<file path="src/rtl/conv_pkg.sv">
// Types shared between the 3x3 window generator and the downstream MAC stage.
// A window is nine pixels in row-major order: tap 0 is top-left, tap 8 is bottom-right.
package conv_pkg;

  localparam int PIX_W_DEF = 8;
  localparam int WIN_TAPS  = 9;
  localparam int WIN_DIM   = 3;

  typedef logic [PIX_W_DEF-1:0] pix_t;

  // Flat packed form, index = 3*row + col inside the window
  typedef pix_t [WIN_TAPS-1:0] win_t;

  typedef struct packed {
    pix_t [WIN_DIM-1:0] top;
    pix_t [WIN_DIM-1:0] mid;
    pix_t [WIN_DIM-1:0] bot;
  } win_s;

endpackage

</file>
<file path="src/rtl/window3x3_gen_line_buf.sv">
// One image row of pixel storage with asynchronous read and synchronous write.
// A write at an address returns the old contents on the same cycle (read-before-write).
module line_buf #(
  parameter int W     = 8,
  parameter int DEPTH = 64,
  parameter int AW    = $clog2(DEPTH)
) (
  input  logic          clk,
  input  logic          we,
  input  logic [AW-1:0] addr,
  input  logic [W-1:0]  wdata,
  output logic [W-1:0]  rdata
);

  logic [W-1:0] mem [DEPTH];

  assign rdata = mem[addr];

  // No reset: rows are always rewritten before they can reach a window
  always_ff @(posedge clk) begin
    if (we) begin
      mem[addr] <= wdata;
    end
  end

endmodule

</file>
<file path="src/rtl/window3x3_gen.sv">
// Streams raster pixels in and emits every fully populated 3x3 neighbourhood
// (no edge padding) through a one-entry registered output with full throughput.
module window3x3_gen
  import conv_pkg::*;
#(
  parameter int PIX_W = PIX_W_DEF,
  parameter int IMG_W = 64,
  parameter int IMG_H = 64
) (
  input  logic             clk,
  input  logic             rstn,
  input  logic             in_valid,
  output logic             in_ready,
  input  logic [PIX_W-1:0] in_pix,
  input  logic             in_sof,
  output logic             win_valid,
  input  logic             win_ready,
  output logic [PIX_W-1:0] px0,
  output logic [PIX_W-1:0] px1,
  output logic [PIX_W-1:0] px2,
  output logic [PIX_W-1:0] px3,
  output logic [PIX_W-1:0] px4,
  output logic [PIX_W-1:0] px5,
  output logic [PIX_W-1:0] px6,
  output logic [PIX_W-1:0] px7,
  output logic [PIX_W-1:0] px8,
  output logic             win_last
);

  localparam int CW = $clog2(IMG_W);
  localparam int RW = $clog2(IMG_H);

  localparam logic [CW-1:0] COL_MAX = CW'(IMG_W - 1);
  localparam logic [RW-1:0] ROW_MAX = RW'(IMG_H - 1);
  localparam logic [CW-1:0] COL_MIN = CW'(WIN_DIM - 1);
  localparam logic [RW-1:0] ROW_MIN = RW'(WIN_DIM - 1);

  logic [CW-1:0] col, ecol;
  logic [RW-1:0] row, erow;
  logic          accept, emit, at_last;

  logic [PIX_W-1:0] lb0_rd, lb1_rd;
  logic [PIX_W-1:0] sh     [WIN_DIM][WIN_DIM];
  logic [PIX_W-1:0] sh_nxt [WIN_DIM][WIN_DIM];
  logic [PIX_W-1:0] win_q  [WIN_TAPS];

  assign in_ready = rstn && (!win_valid || win_ready);
  assign accept   = in_valid && in_ready;

  // A start-of-frame pixel is placed at the origin whatever the counters say
  assign ecol    = in_sof ? '0 : col;
  assign erow    = in_sof ? '0 : row;
  assign emit    = accept && (erow >= ROW_MIN) && (ecol >= COL_MIN);
  assign at_last = (erow == ROW_MAX) && (ecol == COL_MAX);

  // lb0 holds the previous row, lb1 the row before it; lb1 is fed from lb0's old word
  line_buf #(.W(PIX_W), .DEPTH(IMG_W), .AW(CW)) u_lb0 (
    .clk   (clk),
    .we    (accept),
    .addr  (ecol),
    .wdata (in_pix),
    .rdata (lb0_rd)
  );

  line_buf #(.W(PIX_W), .DEPTH(IMG_W), .AW(CW)) u_lb1 (
    .clk   (clk),
    .we    (accept),
    .addr  (ecol),
    .wdata (lb0_rd),
    .rdata (lb1_rd)
  );

  always_comb begin
    for (int r = 0; r < WIN_DIM; r++) begin
      for (int c = 0; c < WIN_DIM - 1; c++) begin
        sh_nxt[r][c] = sh[r][c+1];
      end
    end
    sh_nxt[0][WIN_DIM-1] = lb1_rd;
    sh_nxt[1][WIN_DIM-1] = lb0_rd;
    sh_nxt[2][WIN_DIM-1] = in_pix;
  end

  always_ff @(posedge clk) begin
    if (!rstn) begin
      col       <= '0;
      row       <= '0;
      win_valid <= 1'b0;
      win_last  <= 1'b0;
      for (int r = 0; r < WIN_DIM; r++) begin
        for (int c = 0; c < WIN_DIM; c++) begin
          sh[r][c] <= '0;
        end
      end
      for (int k = 0; k < WIN_TAPS; k++) begin
        win_q[k] <= '0;
      end
    end else begin
      if (accept) begin
        sh <= sh_nxt;
        if (ecol == COL_MAX) begin
          col <= '0;
          row <= (erow == ROW_MAX) ? '0 : erow + RW'(1);
        end else begin
          col <= ecol + CW'(1);
          row <= erow;
        end
      end
      // A new window overrides the handshake so back-to-back windows have no bubble
      if (emit) begin
        win_valid <= 1'b1;
        win_last  <= at_last;
        for (int r = 0; r < WIN_DIM; r++) begin
          for (int c = 0; c < WIN_DIM; c++) begin
            win_q[WIN_DIM*r+c] <= sh_nxt[r][c];
          end
        end
      end else if (win_ready) begin
        win_valid <= 1'b0;
        win_last  <= 1'b0;
      end
    end
  end

  assign px0 = win_q[0];
  assign px1 = win_q[1];
  assign px2 = win_q[2];
  assign px3 = win_q[3];
  assign px4 = win_q[4];
  assign px5 = win_q[5];
  assign px6 = win_q[6];
  assign px7 = win_q[7];
  assign px8 = win_q[8];

endmodule

</file>
<file path="config.mk">
export PLATFORM = sky130hd
export DESIGN_NAME = window3x3_gen
export DESIGN_NICKNAME = d
export VERILOG_FILES = /design/src/rtl/conv_pkg.sv /design/src/rtl/window3x3_gen_line_buf.sv /design/src/rtl/window3x3_gen.sv
export SDC_FILE = /design/constraint.sdc
export NUM_CORES = 1
export LEC_CHECK = 0
export ABC_AREA = 1
export CORE_ASPECT_RATIO = 0.9
export CORE_MARGIN = 1.5
export CORE_UTILIZATION = 39
export DETAILED_ROUTE_END_ITERATION = 10
export GPL_TIMING_DRIVEN = 0
export MAX_ROUTING_LAYER = met4
export SLEW_MARGIN = 10
export SYNTH_ARGS = -nofsm -noshare
export SYNTH_HDL_FRONTEND = slang
export SYNTH_HIERARCHICAL = 1
export SYNTH_SLANG_ARGS = --single-unit
</file>
<file path="constraint.sdc">
create_clock -name clk -period 5.44 [get_ports clk]
set_input_delay 1.088 -clock clk [delete_from_list [all_inputs] [get_ports clk]]
set_output_delay 1.088 -clock clk [all_outputs]
set_load 0.02 [all_outputs]
</file>
# Word-level counts from Yosys, hierarchy flattened

Memories as Yosys holds them, arrays and structs flattened.
Cells that the tools add are included.

Add/subtract/negate cells: 2
$lt $le $gt $ge: 2
Eq/ne operators: 2
Mux-type cells: 23
Bitwise operators: 9
Reductions and logical operators: 8

Operators with widths:

| operator                                                               | count |
|---|---|
| 8-bit 2-to-1 mux                                                       | 9 |
| 6-bit 2-to-1 mux                                                       | 5 |
| 6-bit by 1-bit adder with 6-bit output (second input constant)         | 2 |
| 6-bit == test (second input constant)                                  | 2 |
| 6-bit by 2-bit >= comparator with 1-bit output (second input constant) | 2 |
| 1-bit 2-to-1 mux                                                       | 9 |
| 1-bit OR                                                               | 9 |
| 1-bit logical AND                                                      | 5 |
| 2-bit nonzero test                                                     | 1 |
| 1-bit zero test                                                        | 1 |
| 1-bit logical OR                                                       | 1 |

Flip-flop bits (word level): 62
Bits in writable memories: 1,096
Bits of input ports: 13
Output and inout port bits: 75
Logic and storage cells: 59
Memories kept: 3

Memory list:

| memory    | depth | bits a word | read ports | clocked after Yosys merged registers in | write ports | line                         | source |
|---|---|---|---|---|---|---|---|
| u_lb0.mem | 64    | 8           | 1          | 0                                       | 1           | window3x3_gen_line_buf.sv:15 | `logic [W-1:0] mem [DEPTH];` |
| u_lb1.mem | 64    | 8           | 1          | 0                                       | 1           | window3x3_gen_line_buf.sv:15 |  |
| win_q     | 9     | 8           | 9          | 0                                       | 9           | window3x3_gen.sv:45          | `logic [PIX_W-1:0] win_q [WIN_TAPS];` |

# Longest topological paths before layout

Gate-level depths: netlist (run 1).

Depth after elaboration: 10
Mapped depth: 20
Gate-level depth less buffers: 16

# Hierarchy

Netlist (run 1), hierarchy kept.

Modules (own cells, without submodules):

| module        | instances | cells an instance | area an instance (um2) | sequential area each (um2) |
|---|---|---|---|---|
| line_buf      | 2         | 2,159             | 21,884.7               | 15,374.7 |
| window3x3_gen | 1         | 528               | 5,232.5                | 3,403.3 |

# Worst setup path before layout (run 1)

No wires, ideal clock.

Kind: input port to flip-flop
Start point: input in_sof
End point: memory win_q[0][0] in the netlist's numbering, enable pin
Setup time: 0.742 ns
Data arrival time: 3.422 ns
Data required time: 4.698 ns
Setup slack: 1.276 ns
Cell stages on the path: 11
Path buffers: 4
Cell sequence: buf_6 > inv_6 > buf_8 > nand2_1 > ha_1 > nor2_1 > nand4_1 > nand3_1 > buf_6 > buf_6 > nand2_1

RTL lines:

| element     | line                | source |
|---|---|---|
| from (decl) | window3x3_gen.sv:15 | `input logic in_sof,` |
| to (decl)   | window3x3_gen.sv:45 |  |

# Worst setup path after layout (run 1)

Start point: input in_sof
End point: memory u_lb1.mem[31][5], enable pin

Word-level cells in the longest chain between the ends: 1

Ends and longest elaborated chain:

| element          | line                         | source |
|---|---|---|
| 6-bit 2-to-1 mux | window3x3_gen.sv:51          | `assign ecol = in_sof ? '0 : col;` |
| via ecol[2]      | window3x3_gen.sv:38          | `logic [CW-1:0] col, ecol;` |
| to (decl)        | window3x3_gen_line_buf.sv:15 |  |

The timed path passes the listed nets, and every way through them passes these cells.

==> metrics.md, run 1 <==
| Metric | Value |
|---|---|
| Run status | `finished clean` |
| Post-synth EDFFs | `1096` |
| Startpoint types | `primary input` |
| Max Cap Viol | `0` |
| Wire length of the first global-routing pass | `208000 microns` |
| Worst reg2reg startpoint | `col[2]` |
| Data arrival, critical path | `5210 ps` |
| DR vias | `34500` |
| Slew Limit Fails | `0` |
| Per-cell via count in the routed design | `5.03` |
| Number of remaining DRC errors | `0` |
| Classification of the worst-slack hold path | `reg2reg` |
| Starting utilization of the core area | `39.3%` |
| Launch point of the worst hold path | `sh[7]` |
| Synth-to-Final Area Change | `14.2%` |
| Num CTS Buffers | `116` |
| Area used by multi-input combinational logic | `0.0131 sq mm` |
| Register-to-Register Setup Slack | `580 ps` |
| Max FO, Critical Path | `10` |
| Detailed-route wire length per cell | `20.7 microns` |
| Filler Cell Count | `11700` |
| WHS Path Cells | `2` |
| Nets in the synthesized netlist | `4863` |
| Minimum clock period | `4930 ps` |
| Share of the synthesized netlist area taken by xor and xnor gates | `0.0536%` |
| Maximum VDD drop | `0.251 mV` |
| Most used cells in the layout excluding fill and tap cells | `sky130_fd_sc_hd__nand2_1, sky130_fd_sc_hd__edfxtp_1, sky130_fd_sc_hd__nor2_1` |
| Post-route antenna net violation count | `0` |
| Number of cells produced by synthesis | `4846` |
| Synth Flop Type | `sky130_fd_sc_hd__edfxtp_1` |
| Sequential share of the synthesized area | `69.7%` |
| Worst-case hold path end point | `sh[15]` |
| Cell area after placement | `0.0523 sq mm` |
| Final critical-path share of the clock period | `90.6%` |
| Highest clock rate | `203 MHz` |
| Ports placed on the boundary | `88` |
| Synthesized flop and latch total | `1158` |
| Horizontal die dimension | `377 microns` |
| Number of different library cells in the post-synthesis netlist | `35` |
| Final Hold Viols | `0` |
| Share of flip-flops with an asynchronous set or reset | `0%` |
| Clock Skews | `77.4 ps` |
| Post-cts repair resize count | `0` |
| Main combinational cell family by area after synthesis | `simple AND/OR/NAND/NOR gates` |
| Worst-path clk slew | `70 ps` |
| Global Route Usage Sum | `22.6%` |
| Violation count after the first detailed-routing iteration | `3968` |
| Adder-cell area share of the yosys netlist | `0.102%` |
| Hold-fix buffers at CTS | `0` |
| Nature of the critical path endpoint | `flop` |
| Clock sink count | `1158` |
| Worst-margin pin slew | `1210 ps` |
| Maximum number of pins on one net before global-route repair | `67` |
| Minimum setup slack in the final design | `509 ps` |
| Commonest non-fill, non-tap cell in the layout | `sky130_fd_sc_hd__nand2_1` |
| R2R cell count | `6` |
| Remaining global-route overflow | `0` |
| Clock Tree Root | `sky130_fd_sc_hd__clkbuf_16` |
| Multiplexer share of the synthesized area | `0%` |
| Simple logic cell fraction of the synthesized area | `25.4%` |
| Number of nets in the layout | `5082` |
| Power density cells | `335 mW/mm^2` |
| Buffers inserted by post-CTS timing repair | `0` |
| Storage cell area | `0.0342 sq mm` |
| Worst-case headroom to the max-slew limit | `19.2%` |
| Kind of critical path | `in2reg` |
| TritonRoute pass-1 iters | `6` |
| Post-synthesis area per instance | `10.1 sq um` |
| Maximum level of the CTS H-tree | `3` |
| Global placer's final weighted congestion | `0.951` |
| Pre-CTS setup slack | `73.8 ps` |
| Post-DP HPWL | `94400 microns` |
| Number of antenna violations at the first check in global routing | `0` |
| CTS tree | `yes` |
| Endpoint of the lowest-slack register-to-register path | `u_lb1/mem[31][5]` |
| P_leak | `0.0225 uW` |
| Clk buf depth | `3` |
| Unrepaired setup endpoints after global routing | `no` |
| Data required time at the worst endpoint | `5720 ps` |
| Synth warn | `6` |
| Total Die Area | `0.128 sq mm` |
| Final design instance area without fill | `0.0559 sq mm` |
| Complex-gate fraction of the synthesized area | `1.03%` |
| Number of cell rows | `123` |
| Layout cell share with drive strength beyond 1 | `7.91%` |
| # setup viols final | `0` |
| Worst skew pair latency | `730 ps` |
| Total standard cell area after synthesis | `0.0490 sq mm` |
| Detailed-route wire length | `142000 microns` |
| Number of port buffers | `85` |
| Area of the core region | `0.125 sq mm` |
| Die span in y | `339 microns` |
| Vias in the first global route | `32000` |
[registers in the layout, indices dropped and copies added (netlist names)]
register   count
u_lb0/mem    512
sh            48
win_valid      1
row            6
win_last       1
win_q         72
col            6
u_lb1/mem    512
[worst max-delay path, stage by stage]
cell,delay (ps)
sky130_fd_sc_hd__buf_6,130
sky130_fd_sc_hd__nor2_1,890
sky130_fd_sc_hd__buf_2,570
sky130_fd_sc_hd__buf_1,510
sky130_fd_sc_hd__nand4_1,860
sky130_fd_sc_hd__nor2_1,1130
[worst max-delay path by stage]
| stage | from | end | slack, ps | cells past startpoint |
|---|---|---|---|---|
| floorplan | in_sof | win_q[0][0] | 1280 | 11 |
| global placement | in_sof | u_lb1/mem[58][3] | -1020 | 10 |
| detailed placement | in_sof | u_lb1/mem[31][5] | 70 | 6 |
| CTS | in_sof | u_lb1/mem[31][4] | 770 | 6 |
| global route | col[2] | u_lb1/mem[31][4] | 490 | 6 |
| finish | in_sof | u_lb1/mem[31][5] | 510 | 6 |
[logic make-up after synthesis]
group           after synthesis
xor+xnor                      3
compound gates               94
flops                      1158
buf+inv                     358
simple gates               3229
fa+ha+maj                     4
[synth_stat cells (2+ instances only)]
cell,count,area share (%)
sky130_fd_sc_hd__nor4_1,4,0.051
sky130_fd_sc_hd__nand3b_1,3,0.046
sky130_fd_sc_hd__o21ai_1,12,0.12
sky130_fd_sc_hd__edfxtp_1,1096,67
sky130_fd_sc_hd__or2_2,6,0.077
sky130_fd_sc_hd__inv_1,109,0.83
sky130_fd_sc_hd__o21ai_0,58,0.59
sky130_fd_sc_hd__buf_6,38,0.87
sky130_fd_sc_hd__clkinv_1,2,0.015
sky130_fd_sc_hd__xor2_1,2,0.036
sky130_fd_sc_hd__buf_2,114,1.2
sky130_fd_sc_hd__ha_1,4,0.10
sky130_fd_sc_hd__nor2_1,256,2.0
sky130_fd_sc_hd__buf_4,15,0.23
sky130_fd_sc_hd__buf_1,11,0.084
sky130_fd_sc_hd__nand3_1,60,0.61
sky130_fd_sc_hd__clkbuf_1,54,0.41
sky130_fd_sc_hd__nand2_2,2,0.026
sky130_fd_sc_hd__or2_1,6,0.077
sky130_fd_sc_hd__nand4_1,8,0.10
sky130_fd_sc_hd__nand2_1,2857,22
sky130_fd_sc_hd__o211ai_1,10,0.15
sky130_fd_sc_hd__nor3_2,16,0.33
sky130_fd_sc_hd__nor2_2,7,0.089
sky130_fd_sc_hd__a21oi_1,11,0.11
sky130_fd_sc_hd__dfxtp_1,62,2.5
sky130_fd_sc_hd__nor2_4,2,0.046
sky130_fd_sc_hd__inv_2,13,0.10
sky130_fd_sc_hd__a21oi_2,2,0.036
[stage by stage]
stage / cells / hold WS [ps] / utilization [%] / total power, uW / TNS [ps]
2_1_floorplan: 4846 / 428 / - / 10700 / 0
3_3_place_gp: 6618 / 435 / 41.6 / 11200 / -438300
3_5_place_dp: 6634 / 443 / 41.9 / 11200 / 0
4_1_cts: 6847 / 458 / 44.8 / 18800 / 0
5_1_grt: 6847 / 481 / 44.8 / 19300 / 0
6_report: 6848 / 456 / 44.8 / 18700 / 0
[report_power, final]
| group | switching (uW) | total [uW] | leakage (uW) | internal (uW) |
|---|---|---|---|---|
| combinational | 870 | 1140 | 0.0103 | 270 |
| sequential | 23.0 | 9890 | 0.0105 | 9870 |
| clock | 3350 | 7680 | 0.00175 | 4330 |
[cell type report]
cell class	count	area share [%]
Multi-Input combinational cell	3330	23.4
Antenna cell	1	0.00447
Timing Repair Buffer	101	2.00
Sequential cell	1158	61.0
Buffer	233	2.45
Clock buffer	170	5.75
Clock inverter	43	0.720
Tap cell	1687	3.77
Inverter	125	0.848
[layer usage]
metal / share of wire, % / vias to the layer above / GRT usage, %
li1: - / 16100 / -
met1: 44 / 16600 / 31.9
met2: 44 / 1533 / 33.5
met3: 9.5 / 250 / 4.14
met4: 2.7 / 0 / 6.14
met5: 0 / - / -
Note: power is estimated with default switching activity, not from simulation.
==> run 2: changes to the inputs <==
==> constraint.sdc (replaced) <==
create_clock -name clk -period 6 [get_ports clk]
set_input_delay 1.2 -clock clk [delete_from_list [all_inputs] [get_ports clk]]
set_output_delay 1.2 -clock clk [all_outputs]
set_load 0.02 [all_outputs]
==> results of run 2 <==
The final DEF is identical to that of run 1. Status: finished clean.
Among the figures that moved: setup slack after placement 73.8 ps -> 522 ps; setup slack after layout 509 ps -> 957 ps; register-to-register setup slack 580 ps -> 1140 ps; total power 18700 uW -> 17000 uW; worst IR drop on VDD 0.251 mV -> 0.227 mV
